<file path="src/rtl/bank_write_sequencer.sv">
// rtl/bank_write_sequencer.sv - skewed bank write sequencer with ping-pong block buffers
module bank_write_sequencer #(
  parameter int BANK_COUNT  = 3,
  parameter int BLOCK_DEPTH = 480,
  parameter int DATA_WIDTH  = 8,
  localparam int AW = $clog2(BLOCK_DEPTH)
) (
  input  logic                                   I_clk,
  input  logic                                   I_rst,
  input  logic                                   I_line_start,
  input  logic                                   I_valid,
  input  logic [0:BANK_COUNT-1][DATA_WIDTH-1:0]  I_pixel,
  output logic                                   O_ready,
  output logic [BANK_COUNT-1:0]                  O_bank_we,
  output logic [0:BANK_COUNT-1][AW:0]            O_bank_addr,
  output logic [0:BANK_COUNT-1][DATA_WIDTH-1:0]  O_bank_data,
  output logic                                   O_block_valid,
  output logic                                   O_block_index,
  input  logic                                   I_block_release,
  output logic                                   O_drop
);

  localparam int OW = (BANK_COUNT > 1) ? $clog2(BANK_COUNT) : 1;

  typedef enum logic [1:0] {IDLE, FILL, STALL} state_t;

  state_t                                state_q, state_d;
  logic                                  wr_buf_q, wr_buf_d;
  logic [AW-1:0]                         count_q, count_d;
  logic [OW-1:0]                         off_q, off_d;
  logic [AW-1:0]                         base_q, base_d;
  logic [1:0]                            full_q, full_d;
  logic                                  rd_idx_q, rd_idx_d;
  logic                                  valid_q, valid_d;
  logic                                  drop_q, drop_d;
  logic [BANK_COUNT-1:0]                 we_q, we_d;
  logic [0:BANK_COUNT-1][AW:0]           addr_q, addr_d;
  logic [0:BANK_COUNT-1][DATA_WIDTH-1:0] data_q, data_d;

  logic          restart, write, release_ok;
  logic [AW-1:0] g_cnt, g_base;
  logic [OW-1:0] g_off, c_sel;
  int            c, a;

  assign O_ready = (state_q != STALL);

  always_comb begin
    state_d  = state_q;
    wr_buf_d = wr_buf_q;
    count_d  = count_q;
    off_d    = off_q;
    base_d   = base_q;
    full_d   = full_q;
    rd_idx_d = rd_idx_q;
    drop_d   = 1'b0;
    we_d     = '0;
    addr_d   = addr_q;
    data_d   = data_q;
    c        = 0;
    a        = 0;
    c_sel    = '0;

    // A line start rewinds the pixel position before the same-cycle pixel is placed
    restart    = I_line_start && (state_q != STALL);
    g_cnt      = restart ? '0 : count_q;
    g_off      = restart ? '0 : off_q;
    g_base     = restart ? '0 : base_q;
    write      = I_valid && ((state_q == FILL) || (state_q == IDLE && I_line_start));
    release_ok = I_block_release && valid_q;

    if (release_ok) begin
      full_d[rd_idx_q] = 1'b0;
      rd_idx_d         = ~rd_idx_q;
    end
    // Valid follows the full flags one cycle late, but tracks a release immediately
    valid_d = release_ok ? full_q[~rd_idx_q] : full_q[rd_idx_q];

    if (state_q == IDLE && I_line_start) begin
      state_d = FILL;
    end
    if (state_q == FILL && I_line_start) begin
      drop_d  = (count_q != '0);
      count_d = '0;
      off_d   = '0;
      base_d  = '0;
    end

    if (write) begin
      for (int b = 0; b < BANK_COUNT; b++) begin
        c = b + BANK_COUNT - int'(g_off);
        if (c >= BANK_COUNT) c = c - BANK_COUNT;
        a         = int'(g_base) + c;
        c_sel     = c[OW-1:0];
        we_d[b]   = (a < BLOCK_DEPTH);
        addr_d[b] = {wr_buf_q, a[AW-1:0]};
        data_d[b] = I_pixel[c_sel];
      end
      if (g_cnt == AW'(BLOCK_DEPTH - 1)) begin
        full_d[wr_buf_q] = 1'b1;
        wr_buf_d         = ~wr_buf_q;
        count_d          = '0;
        off_d            = '0;
        base_d           = '0;
        state_d          = full_d[~wr_buf_q] ? STALL : FILL;
      end else begin
        count_d = g_cnt + 1'b1;
        if (g_off == OW'(BANK_COUNT - 1)) begin
          off_d  = '0;
          base_d = g_base + AW'(BANK_COUNT);
        end else begin
          off_d  = g_off + 1'b1;
          base_d = g_base;
        end
      end
    end

    if (state_q == STALL && !full_d[wr_buf_q]) begin
      state_d = FILL;
    end
  end

  always_ff @(posedge I_clk or posedge I_rst) begin
    if (I_rst) begin
      state_q  <= IDLE;
      wr_buf_q <= 1'b0;
      count_q  <= '0;
      off_q    <= '0;
      base_q   <= '0;
      full_q   <= '0;
      rd_idx_q <= 1'b0;
      valid_q  <= 1'b0;
      drop_q   <= 1'b0;
      we_q     <= '0;
      addr_q   <= '0;
      data_q   <= '0;
    end else begin
      state_q  <= state_d;
      wr_buf_q <= wr_buf_d;
      count_q  <= count_d;
      off_q    <= off_d;
      base_q   <= base_d;
      full_q   <= full_d;
      rd_idx_q <= rd_idx_d;
      valid_q  <= valid_d;
      drop_q   <= drop_d;
      we_q     <= we_d;
      addr_q   <= addr_d;
      data_q   <= data_d;
    end
  end

  assign O_bank_we     = we_q;
  assign O_bank_addr   = addr_q;
  assign O_bank_data   = data_q;
  assign O_block_valid = valid_q;
  assign O_block_index = rd_idx_q;
  assign O_drop        = drop_q;

endmodule
</file>
<file path="config.mk">
export PLATFORM = sky130hd
export DESIGN_NAME = bank_write_sequencer
export DESIGN_NICKNAME = d
export VERILOG_FILES = /design/src/rtl/bank_write_sequencer.sv
export SDC_FILE = /design/constraint.sdc
export NUM_CORES = 1
export LEC_CHECK = 0
export ABC_AREA = 1
export ABC_CLOCK_PERIOD_IN_PS = 4950
export CAP_MARGIN = 20
export CORE_MARGIN = 3
export CORE_UTILIZATION = 53
export DETAILED_ROUTE_END_ITERATION = 8
export PLACE_DENSITY = 0.79
export SLEW_MARGIN = 40
export SYNTH_ARGS = -nofsm -noshare
export SYNTH_HDL_FRONTEND = slang
export SYNTH_SLANG_ARGS = --single-unit
</file>
<file path="constraint.sdc">
create_clock -name I_clk -period 4.95 [get_ports I_clk]
set_input_delay 0.99 -clock I_clk [delete_from_list [all_inputs] [get_ports I_clk]]
set_output_delay 0.99 -clock I_clk [all_outputs]
set_load 0.005 [all_outputs]
</file>
**Word-level counts from Yosys, hierarchy flattened**

Cells that the tools add are included.

- Input port bits: 29
- Output and inout bits: 61
- Register bits after elaboration: 85

- Reductions and logical operators: 14
- Eq/ne operators: 5
- $lt $le $gt $ge: 15
- Bitwise gates (word level): 8
- Mux-type cells: 51
- $add $sub $neg: 12

Operators by type and width:

| operator | number |
|---|---|
| two-way mux 32 bit | 6 |
| adder 10 x 32 -> 32 bit | 3 |
| < comparator 32 x 10 -> 1 bit (second input constant) | 3 |
| two-way mux 9 bit | 8 |
| binary-select mux 8 bit (select 2 bit) | 3 |
| two-way mux 8 bit | 6 |
| two-way mux 2 bit | 13 |
| >= comparator 3 bit (second input constant) | 4 |
| two-way mux 1 bit | 12 |
| subtractor 4 x 3 -> 5 bit (second input constant) | 2 |
| adder 9 x 1 -> 9 bit (second input constant) | 1 |
| adder 9 x 2 -> 9 bit (second input constant) | 1 |
| == test 9 bit (second input constant) | 1 |
| NOT 2 -> 3 bit | 3 |
| nonzero test 9 bit | 1 |
| >= comparator 4 x 3 -> 1 bit (second input constant) | 2 |
| logical AND 1 bit | 8 |
| < comparator 1 x 2 -> 1 bit (second input constant) | 4 |
| subtractor 3 x 2 -> 4 bit (first input constant) | 2 |
| == test 2 bit (second input constant) | 2 |
| subtractor 3 x 3 -> 4 bit (second input constant) | 1 |
| two-way mux 3 bit | 1 |
| subtractor 2 x 2 -> 3 bit (first input constant) | 1 |
| adder 2 x 1 -> 2 bit (second input constant) | 1 |
| other kinds (13) | 16 |

**Longest topological paths before layout**

Gate-level depths: netlist (run 1).

- Word-level depth: 15
- Depth in mapped cells: 22

**Worst setup path after synthesis (run 1)**

Ideal clock, no wire load.

- Kind: input-to-reg
- Start point: in I_line_start
- End point: reg we_q[2] (netlist: O_bank_we[2])
- Stages: 22
- Setup slack: 815 ps
- Buffers on the path: 3
- Library setup time: 78 ps
- Arrival time: 4057 ps
- Cells stage by stage: inv_2 a21oi_4 buf_6 nor2_1 inv_1 ha_1 clkbuf_1 inv_1 clkbuf_1 ha_1 nand2_1 nand3b_1 inv_1 nand2_1 nand3_1 a21oi_1 ha_1 nor4b_1 nand4_1 a21oi_1 nand2_1 a21oi_1

- Cells in the longest elaborated chain, start to end: 9
- Elaborated cells between the ends (all ways): 14
- Classes of those cells: 3 x add/sub; 2 x order compare; 5 x mux; 4 x reduce/logical

Ends and longest elaborated chain:

| element | RTL line | source |
|---|---|---|
| start, declared | 10 | `input logic I_line_start,` |
| logical AND 1 bit | 64 | `restart = I_line_start && (state_q != STALL);` |
| two-way mux 2 bit | 66 | `g_off = restart ? '0 : off_q;` |
| subtractor 3 x 2 -> 4 bit | 90 | `c = b + BANK_COUNT - int'(g_off);` |
| subtractor 4 x 3 -> 5 bit or >= comparator 4 x 3 -> 1 bit (tied branches) | 91 | `if (c >= BANK_COUNT) c = c - BANK_COUNT;` |
| two-way mux 32 bit | 91 |  |
| two-way mux 32 bit | 88 | `if (write) begin` |
| adder 10 x 32 -> 32 bit | 92 | `a = int'(g_base) + c;` |
| < comparator 32 x 10 -> 1 bit | 94 | `we_d[b] = (a < BLOCK_DEPTH);` |
| two-way mux 3 bit (*) | 88 |  |
| via we_d[2] | 36 | `logic [BANK_COUNT-1:0] we_q, we_d;` |
| end signal, assigned | 146 | `we_q <= we_d;` |
| end, declared | 36 |  |

Mark *: on every way through the listed nets, which the timed path passes. The rest lies on a longest branch. The select of a mux whose other input is x is not followed.
A chain may end at the register's enable or synchronous reset.

**Worst setup path after layout (run 1)**

Ends and elaborated chain as after synthesis.

==> summary.txt, run 1 <==
Placed design
  – Port Buffers: 89
  – Global placement routability congestion: 0.977
  – DP HPWL: 9120 um

Floorplan
  – Rows: 35
  – Die area: 10800 sq um
  – Chip Height: 104 um
  – I/O Pins: 90
  – Initial Utilization: 54.5%
  – Core area: 9280 sq um
  – Die X: 104 um

Routing
  – Routed WL: 12500 um
  – Residual DRC: 0
  – First-pass DRT Iterations: 5
  – Via density: 5.42
  – DR iter-0 viols: 256
  – Via count: 4649
  – Post-route ant nets: 0
  – WL/cell: 14.5 um

Timing
  – Worst relative slew slack: 55.9%
  – Setup violations, final: 0
  – Final Hold Viols: 0
  – Setup_tns: 0 ps
  – Hold WS: 482 ps
  – Fmax: 237 MHz
  – Skew final: 8.76 ps
  – Min cycle time layout: 4210 ps
  – RSZ-0062 raised after global routing: false
  – Final period utilization: 85.1%
  – Final slew viol count: 0
  – Tightest Pin Transition: 659 ps

Critical path
  – Crit path launch type: primary input
  – CP Capture Type: register
  – CP max FO: 15
  – Critical setup path kind: in2reg
  – CP required: 5240 ps
  – WP data arrival: 4500 ps

Finish
  – Layout cells sized above 1: 8.38%
  – Ant diodes: 0
  – Commonest non-fill, non-tap cells in the layout: nand2_1 (114), clkdlybuf4s50_1 (89), dfrtp_1 (83)
  – Final nets: 783
  – Layout area overhead: 24.6%
  – Most common cell after layout, fill and taps aside: nand2_1

CTS
  – Clock sink total: 83
  – Post-CTS resize count: 0
  – Post-cts hold buffer count: 0
  – CTS H-tree lvls: 3
  – Clk_lat worst skew: 360 ps
  – CTS Root Cell: clkbuf_8
  – Deepest clock path buffer count: 2
  – Setup bufs post-CTS: 0
  – CTS clk-pin slew, worst paths: 80 ps
  – CTS tree: built
  – CTS Buf Count: 9

Global routing
  – Vias in the first global route: 4580
  – Total Routing Usage GR: 24.0%
  – Global-route wire length before repair: 21500 um
  – Antenna violations before repair: 0
  – Global route overflow: 0
  – Largest net degree at the start of global routing: 63

Power
  – Total chip power: 1.40 mW
  – Power per standard cell area: 221 nW/um^2
  – Max VDD drop: 0.126 mV
  – Leakage: 3.00 nW

Logic synthesis
  – Async SR Flop Fraction: 100%
  – Synthesized area per cell: 8.01 sq um
  – Synth unique cells: 43
  – Post-Synthesis Cells: 632
  – EDFF count, synth: 0
  – Top_reg_cell synth: dfrtp_1
  – Warnings from Yosys: 0
  – Seq/Total Area, Yosys: 41.0%
  – Netlist Area Pre-Place: 5060 sq um
  – #FFs+latches synth: 83

Job
  – # Max-Cap Violations: 0

Outcome
  – Status: finished, final reports clean

Worst hold path
  – Worst Hold Class: reg2reg
==> path summary, 6_finish.rpt <==
| check | from | endpoint | slack [ps] | cells past startpoint |
|---|---|---|---|---|
| worst min register to register | O_bank_addr[11] | O_bank_addr[11] | 480 | 2 |
| worst max register to register | state_q[1] | O_bank_we[2] | 1530 | 18 |
| min in group asynchronous | I_rst | O_bank_data[1] | 1030 | 2 |
| worst max-delay path | I_line_start | O_bank_we[2] | 740 | 20 |
| max in group asynchronous | I_rst | O_bank_data[7] | 3190 | 3 |
| worst min-delay path | O_bank_addr[11] | O_bank_addr[11] | 480 | 2 |
==> through the flow <==
step | worst slack (ps) | instance area, sq um | std cells | utilization (%)
after floorplan | 815 | 5100 | 643 | -
after global placement | 604 | 6100 | 841 | 65.7
after detailed placement | 438 | 6100 | 841 | 65.7
after CTS | 810 | 6310 | 857 | 68.0
after global routing | 506 | 6310 | 857 | 68.0
final | 737 | 6310 | 857 | 68.0
==> report_power, final <==
| part | switching, mW | total, mW | internal (mW) |
|---|---|---|---|
| Clock | 0.249 | 0.534 | 0.285 |
| Sequential | 0 | 0.677 | 0.677 |
| Combinational | 0.116 | 0.187 | 0.0702 |
| Total | 0.365 | 1.40 | 1.03 |
==> sequential cells by signal, summed over array words and instances (netlist names) <==
| signal | flops |
|---|---|
| base_q | 9 |
| count_q | 9 |
| O_bank_addr | 28 |
| state_q | 2 |
| O_bank_data | 24 |
| full_q | 2 |
| off_q | 2 |
| wr_buf_q | 1 |
| O_bank_we | 3 |
| O_block_index | 1 |
| O_drop | 1 |
| O_block_valid | 1 |
==> synth_stat cells, types with 2 or more instances <==
cell type	count	area, sq um
a21oi_1	28	140
a31oi_1	29	181
buf_2	2	10.0
buf_4	3	22.5
clkbuf_1	21	78.8
conb_1	2	7.51
dfrtp_1	83	2080
fa_1	3	60.1
ha_1	28	350
inv_1	57	214
inv_2	12	45.0
nand2_1	114	428
nand2_2	2	12.5
nand2_4	4	45.0
nand3_1	46	230
nand3b_1	2	15.0
nand4_1	6	37.5
nor2_1	56	210
nor2_2	9	56.3
nor2_4	3	33.8
nor3_1	5	25.0
nor3_2	2	20.0
nor4_1	3	18.8
nor4b_1	2	17.5
o211ai_1	8	60.1
o21ai_0	46	230
o21ai_1	5	25.0
o21ai_2	3	26.3
o22ai_1	13	81.3
o32ai_1	2	17.5
xor2_1	21	184
==> metal layers <==
layer | track usage (%) | vias up | wire [um]
met1 | 29.8 | 2196 | 5350
met5 | 0 | - | 0
li1 | - | 2286 | -
met3 | 4.74 | 22 | 735
met2 | 41.6 | 145 | 6130
met4 | 8.83 | 0 | 254
==> cells by family after synthesis <==
| logic type | after synthesis | share of synthesized area [%] |
|---|---|---|
| other cells | 2 | 0.148 |
| compound gates | 140 | 16.1 |
| buf+inv | 98 | 7.68 |
| simple gates | 255 | 22.9 |
| flops | 83 | 41.0 |
| xor+xnor | 22 | 3.81 |
| fa+ha+maj | 31 | 8.10 |
| mux | 1 | 0.222 |
==> final cells by class <==
| class | count | area (sq um) |
|---|---|---|
| Clock buffer | 12 | 135 |
| Tap cell | 129 | 161 |
| Fill cell | 795 | 2970 |
| Sequential cell | 83 | 2080 |
| Clock inverter | 4 | 75.1 |
| Timing Repair Buffer | 97 | 951 |
| Multi-Input combinational cell | 462 | 2640 |
| Inverter | 70 | 268 |
==> worst max-delay path, cell delays in order <==
cell             delay [ps]
clkdlybuf4s50_1         590
inv_2                    80
a21oi_4                 480
nor2_1                  190
inv_1                   160
ha_1                    170
inv_1                    70
ha_1                    270
nand2_1                  50
nand3b_1                170
inv_1                    70
nand2_1                  60
nand3_1                 120
a21oi_1                  80
ha_1                    190
nor4b_1                 320
nand4_1                 140
a21oi_1                 130
nand2_1                  70
a21oi_1                 120
Note: power is estimated with default switching activity, not from simulation.
==> run 2, diff against run 1 <==
- CORE_UTILIZATION: 53 -> 55
- CTS_BUF_LIST: unset -> sky130_fd_sc_hd__clkbuf_8
- PLACE_DENSITY: 0.79 -> 0.82
==> summary.txt, run 2 (same netlist as run 1, synthesis figures left out) <==
Finish
  – Layout cells sized above 1: 8.26% (was 8.38%)
  – Largest register FFs: 28 (unchanged)
  – Commonest non-fill, non-tap cells in the layout: nand2_1 (114), clkdlybuf4s50_1 (89), dfrtp_1 (83) (unchanged)
  – Most common cell after layout, fill and taps aside: nand2_1 (unchanged)
  – Ant diodes: 0 (unchanged)
  – Fill cells: 716 (was 795)
  – Non-Filler Instances: 834 (was 857)
  – Final nets: 783 (unchanged)
  – Layout area overhead: 23.8% (was 24.6%)

Placed design
  – DP Worst Slack: 399 ps (was 438 ps)
  – DP HPWL: 9250 um (was 9120 um)
  – Global placement routability congestion: 0.989 (was 0.977)
  – Port Buffers: 89 (unchanged)
  – Dpl cells: 820 (was 841)

Global routing
  – Grt met1 use: 32.7% (was 29.8%)
  – Global-route wire length before repair: 21300 um (was 21500 um)
  – Met3 Usage GRT: 4.51% (was 4.74%)
  – Global route overflow: 0 (unchanged)
  – Gr busiest metal: met2 (unchanged)
  – Largest net degree at the start of global routing: 58 (was 63)
  – Antenna violations before repair: 0 (unchanged)
  – Met2 usage: 43.5% (was 41.6%)
  – Total Routing Usage GR: 25.6% (was 24.0%)
  – Vias in the first global route: 4656 (was 4580)

Timing
  – Final slew viol count: 0 (unchanged)
  – Final Hold Viols: 0 (unchanged)
  – Final worst slack: 671 ps (was 737 ps)
  – Setup violations, final: 0 (unchanged)
  – Min cycle time layout: 4280 ps (was 4210 ps)
  – Tightest Pin Transition: 641 ps (was 659 ps)
  – Hold WS: 483 ps (was 482 ps)
  – Worst relative slew slack: 57.1% (was 55.9%)
  – Fmax: 234 MHz (was 237 MHz)
  – Setup_tns: 0 ps (unchanged)
  – Final period utilization: 86.4% (was 85.1%)
  – Skew final: 8.26 ps (was 8.76 ps)
  – RSZ-0062 raised after global routing: false (unchanged)

CTS
  – Setup bufs post-CTS: 0 (unchanged)
  – CTS Root Cell: clkbuf_8 (unchanged)
  – CTS H-tree lvls: 3 (unchanged)
  – Post-CTS resize count: 0 (unchanged)
  – CTS tree: built (unchanged)
  – CTS Buf Count: 9 (unchanged)
  – Clock sink total: 83 (unchanged)
  – Clk_lat worst skew: 360 ps (about the same)
  – CTS clk-pin slew, worst paths: 80 ps (about the same)
  – Deepest clock path buffer count: 2 (unchanged)
  – Post-cts hold buffer count: 0 (unchanged)

Critical path
  – CP max FO: 15 (unchanged)
  – RR Endpoint: O_bank_we[2] (unchanged)
  – CP Capture Type: register (unchanged)
  – End of the critical path: O_bank_we[2] (unchanged)
  – R2R setup slack: 1460 ps (was 1530 ps)
  – CP required: 5220 ps (was 5240 ps)
  – WP data arrival: 4550 ps (was 4500 ps)
  – FF-to-FF Start: state_q[1] (unchanged)
  – Setup crit start: I_line_start (unchanged)
  – Crit path launch type: primary input (unchanged)
  – Critical setup path kind: in2reg (unchanged)
  – FF-to-FF path depth: 18 (unchanged)

Routing
  – Via count: 4720 (was 4649)
  – Residual DRC: 0 (unchanged)
  – Routed WL: 12900 um (was 12500 um)
  – DR iter-0 viols: 273 (was 256)
  – Post-route ant nets: 0 (unchanged)
  – Via density: 5.66 (was 5.42)
  – First-pass DRT Iterations: 5 (unchanged)
  – WL/cell: 15.4 um (was 14.5 um)

Floorplan
  – Rows: 34 (was 35)
  – Die area: 10400 sq um (was 10800 sq um)
  – Die X: 102 um (was 104 um)
  – Initial Utilization: 57.2% (was 54.5%)
  – Chip Height: 102 um (was 104 um)
  – Core area: 8850 sq um (was 9280 sq um)
  – I/O Pins: 90 (unchanged)

Power
  – Leakage: 3.01 nW (was 3.00 nW)
  – Max VDD drop: 0.197 mV (was 0.126 mV)
  – Power per standard cell area: 220 nW/um^2 (was 221 nW/um^2)

Outcome
  – Status: finished, final reports clean (unchanged)

Job
  – # Max-Cap Violations: 0 (unchanged)

Worst hold path
  – Worst Hold Class: reg2reg (unchanged)
[run 2: worst max-delay path: stages]
cell,delay (ps)
clkdlybuf4s50_1,580
inv_2,70
a21oi_4,460
nor2_1,180
inv_1,160
ha_1,180
inv_1,80
ha_1,270
nand2_1,50
nand3b_1,170
inv_1,80
nand2_1,70
nand3_1,120
a21oi_1,80
ha_1,190
nor4b_1,310
nand4_1,160
a21oi_1,150
nand2_1,60
a21oi_1,130
[run 2: report_power, final]
part | internal, mW | switching, mW | total (mW)
Clock | 0.275 | 0.240 | 0.514
Combinational | 0.0705 | 0.119 | 0.189
Sequential | 0.677 | 0 | 0.677
[run 2: cell type report]
type / instances / area (sq um) / area share (%)
Timing Repair Buffer: 97 / 951 / 15.2
Tap cell: 108 / 135 / 2.15
Clock inverter: 5 / 72.6 / 1.16
Sequential cell: 83 / 2080 / 33.1
Multi-Input combinational cell: 462 / 2640 / 42.2
Clock buffer: 9 / 124 / 1.98
Inverter: 70 / 268 / 4.27
[run 2: through the flow]
step | power (mW) | util, % | area, sq um
finish | 1.38 | 70.9 | 6270
detailed placement | 0.876 | 68.7 | 6070
floorplan | 0.814 | - | 5100
global route | 1.44 | 70.9 | 6270
CTS | 1.38 | 70.9 | 6270
global placement | 0.870 | 68.6 | 6070
[run 2: how the worst min path moves through the flow]
stage / cells past startpoint / end / from
3_3_place_gp: 2 / O_bank_addr[27] / O_bank_addr[27]
5_1_grt: 2 / O_bank_addr[3] / O_bank_addr[3]
2_1_floorplan: 2 / O_bank_addr[0] / O_bank_addr[0]
3_5_place_dp: 2 / O_bank_addr[27] / O_bank_addr[27]
4_1_cts: 2 / O_bank_addr[27] / O_bank_addr[27]
6_report: 2 / O_bank_addr[6] / O_bank_addr[6]
[run 2: metal layers]
metal	vias up	routed length (um)
met3	25	824
met4	0	265
met5	-	0
li1	2287	-
met2	205	6300
met1	2203	5470
==> variant, RTL diff (flow settings as in run 1) <==
Re-encode `state_t` (3 states) as one-hot, 3 bits wide.
--- a/src/rtl/bank_write_sequencer.sv
+++ b/src/rtl/bank_write_sequencer.sv
@@ -23,5 +23,5 @@
   localparam int OW = (BANK_COUNT > 1) ? $clog2(BANK_COUNT) : 1;
 
-  typedef enum logic [1:0] {IDLE, FILL, STALL} state_t;
+  typedef enum logic [2:0] {IDLE = 3'b001, FILL = 3'b010, STALL = 3'b100} state_t;
 
   state_t                                state_q, state_d;
Check against the original RTL: same outputs for any inputs over 10 cycles, from zero or initial values and one cycle with I_rst high; not proved beyond that.
==> variant against run 1 <==
  * Routed wire length rose by 1.1%
  * Via count rose by 1.2%
  * Utilization rose by 0.19 points
  * Area after synthesis rose by 0.86%
  * Sequential cell count rose by 1
  * Sequential share of layout area rose by 0.32 points
  * Cell area rose by 0.28%
  * Register-to-register slack got worse by 0.06 ns
  * Worst setup slack improved by 0.21 ns
  * Maximum frequency rose by 5.2%
  * Clock skew fell by 0.0011 ns
Power is not compared: it rests on default switching activity, and its combinational part moved more than twofold at a synthesized area within 25%.
==> variant: results <==
export IMPL_synth_compound_area_share_pct=14.7
export IMPL_num_antenna_cells=0
export IMPL_synth_cell_types=41
export IMPL_seq_area_frac_synth_pct=41.2
export IMPL_relSlewSlack_pct=59.6
export IMPL_leakage_uw=0.00282
export IMPL_antenna_found_initial=0
export IMPL_synthTopCellsByArea="dfrtp_1 41%, nand2_1 9.7%, ha_1 6.9%, o21ai_0 5.3%, inv_1 4.6%"
export IMPL_hold_class="reg2reg"
export IMPL_cp_startpoint="I_line_start"
export IMPL_critPathMaxFanout=14
export IMPL_cts_path_max_buffers=2
export IMPL_reg2reg_depth=17
export IMPL_peakVddDrop_mv=0.211
export IMPL_synth_adder_area_share_pct=8.04
export IMPL_grt_pass1_wl_um=22000
export IMPL_synthTopCellsByCount="132 x nand2_1, 83 x dfrtp_1, 63 x inv_1, 54 x o21ai_0, 48 x nor2_1"
export IMPL_critPathSlowestCell="clkdlybuf4s50_1"
export IMPL_io_buffer_count=89
export IMPL_finalClockSkew_ns=0.00766
export IMPL_slowest_delay_ns=0.48
export IMPL_root_buffer="clkbuf_8"
export IMPL_synth_flop_cell="dfrtp_1"
export IMPL_outcome="finished, final reports clean"
export IMPL_clk_pin_slew_ns=0.08
export IMPL_post_cts_buffers=0
export IMPL_rr_startpoint="state_q[0]"
export IMPL_final_cell_count_no_fill=857
export IMPL_insertion_delay_ns=0.36
export IMPL_hpwl_um=9310
export IMPL_nFillCells=835
export IMPL_dp_cells=842
export IMPL_grt_usage_pct=24.4
export IMPL_yosys_warnings=0
export IMPL_nNetsFinal=784
export IMPL_crit_end="O_bank_we[2]"
export IMPL_cp_data_arrival_time_ns=4.29
export IMPL_async_flop_share_pct=100
export IMPL_cts_resized=0
export IMPL_synth_xor_area_share_pct=3.94
export IMPL_synthMuxAreaShare_pct=0.220
export IMPL_placed_cell_area_um2=6120
export IMPL_place_gp_congestion=0.869
export IMPL_numCtsBuffers=9
export IMPL_r2r_slack_ns=1.47
export IMPL_drt_iter0_drc=351
export IMPL_htree_num_levels=3
export IMPL_path_delay_family="simple AND/OR/NAND/NOR gates"
export IMPL_routedWlPerCell_um=14.7
export IMPL_largest_reg_flops=28
export IMPL_drive_above_1_share_pct=7.69
export IMPL_viasPerCell=5.49
export IMPL_syn_area_per_cell_um2=8.04
export IMPL_drt_first_pass_iters=5
export IMPL_grt_max_degree=67
export IMPL_grt_pass1_vias=4755
## variant: cell type report
cell class              count  area (um^2)  share of cell area [%]
flip-flops and latches     84         2100                    33.2
repair buffers             97          951                    15.0
clock inverters             3         45.0                   0.712
well taps                 129          161                    2.55
clock buffers              12          165                    2.61
inverters                  68          260                    4.11
multi-input cells         464         2640                    41.8
## variant: logic make-up (layout without fill, tap and decap cells)
logic type	count (synthesis)	after routing
AOI/OAI and AO/OA	132	132
muxes	1	1
adders and majority gates	31	31
xor gates and xnor gates	23	23
buffers and inverters	98	180
DFF	84	84
and+or+nand+nor	264	264
other	2	13
## variant: worst min-delay path, cell delays in order (launching register included)
cell	delay, ns
dfrtp_1	0.35
nand2_1	0.05
nand2_1	0.05
## variant: how the worst min path moves through the flow
stage / start / to / slack [ns] / cells past startpoint
2_1_floorplan: O_bank_addr[0] / O_bank_addr[0] / 0.47 / 2
3_3_place_gp: O_bank_addr[28] / O_bank_addr[28] / 0.46 / 2
3_5_place_dp: O_bank_addr[15] / O_bank_addr[15] / 0.47 / 2
4_1_cts: O_bank_addr[28] / O_bank_addr[28] / 0.49 / 2
5_1_grt: O_bank_addr[11] / O_bank_addr[11] / 0.52 / 2
6_report: O_bank_addr[23] / O_bank_addr[23] / 0.48 / 2
## variant: stage by stage
step / setup WS [ns] / hold slack [ns]
finish: 0.944 / 0.484
global route: 0.597 / 0.516
CTS: 0.992 / 0.491
detailed placement: 0.628 / 0.469
global placement: 0.752 / 0.465
floorplan: 0.942 / 0.472
## variant: where the power goes
part	leakage (uW)	switching, uW	total (uW)	internal, uW
logic	0.00164	378	742	364
registers	0.00108	82.3	899	817
clock network	0.000101	246	518	272
## variant: layer usage
layer / track usage [%] / vias to the layer above / wire length [um]
met5: 0 / - / 0
met4: 7.98 / 0 / 216
met3: 4.28 / 21 / 819
met2: 42.7 / 171 / 6290
met1: 30.7 / 2239 / 5280
li1: - / 2276 / -
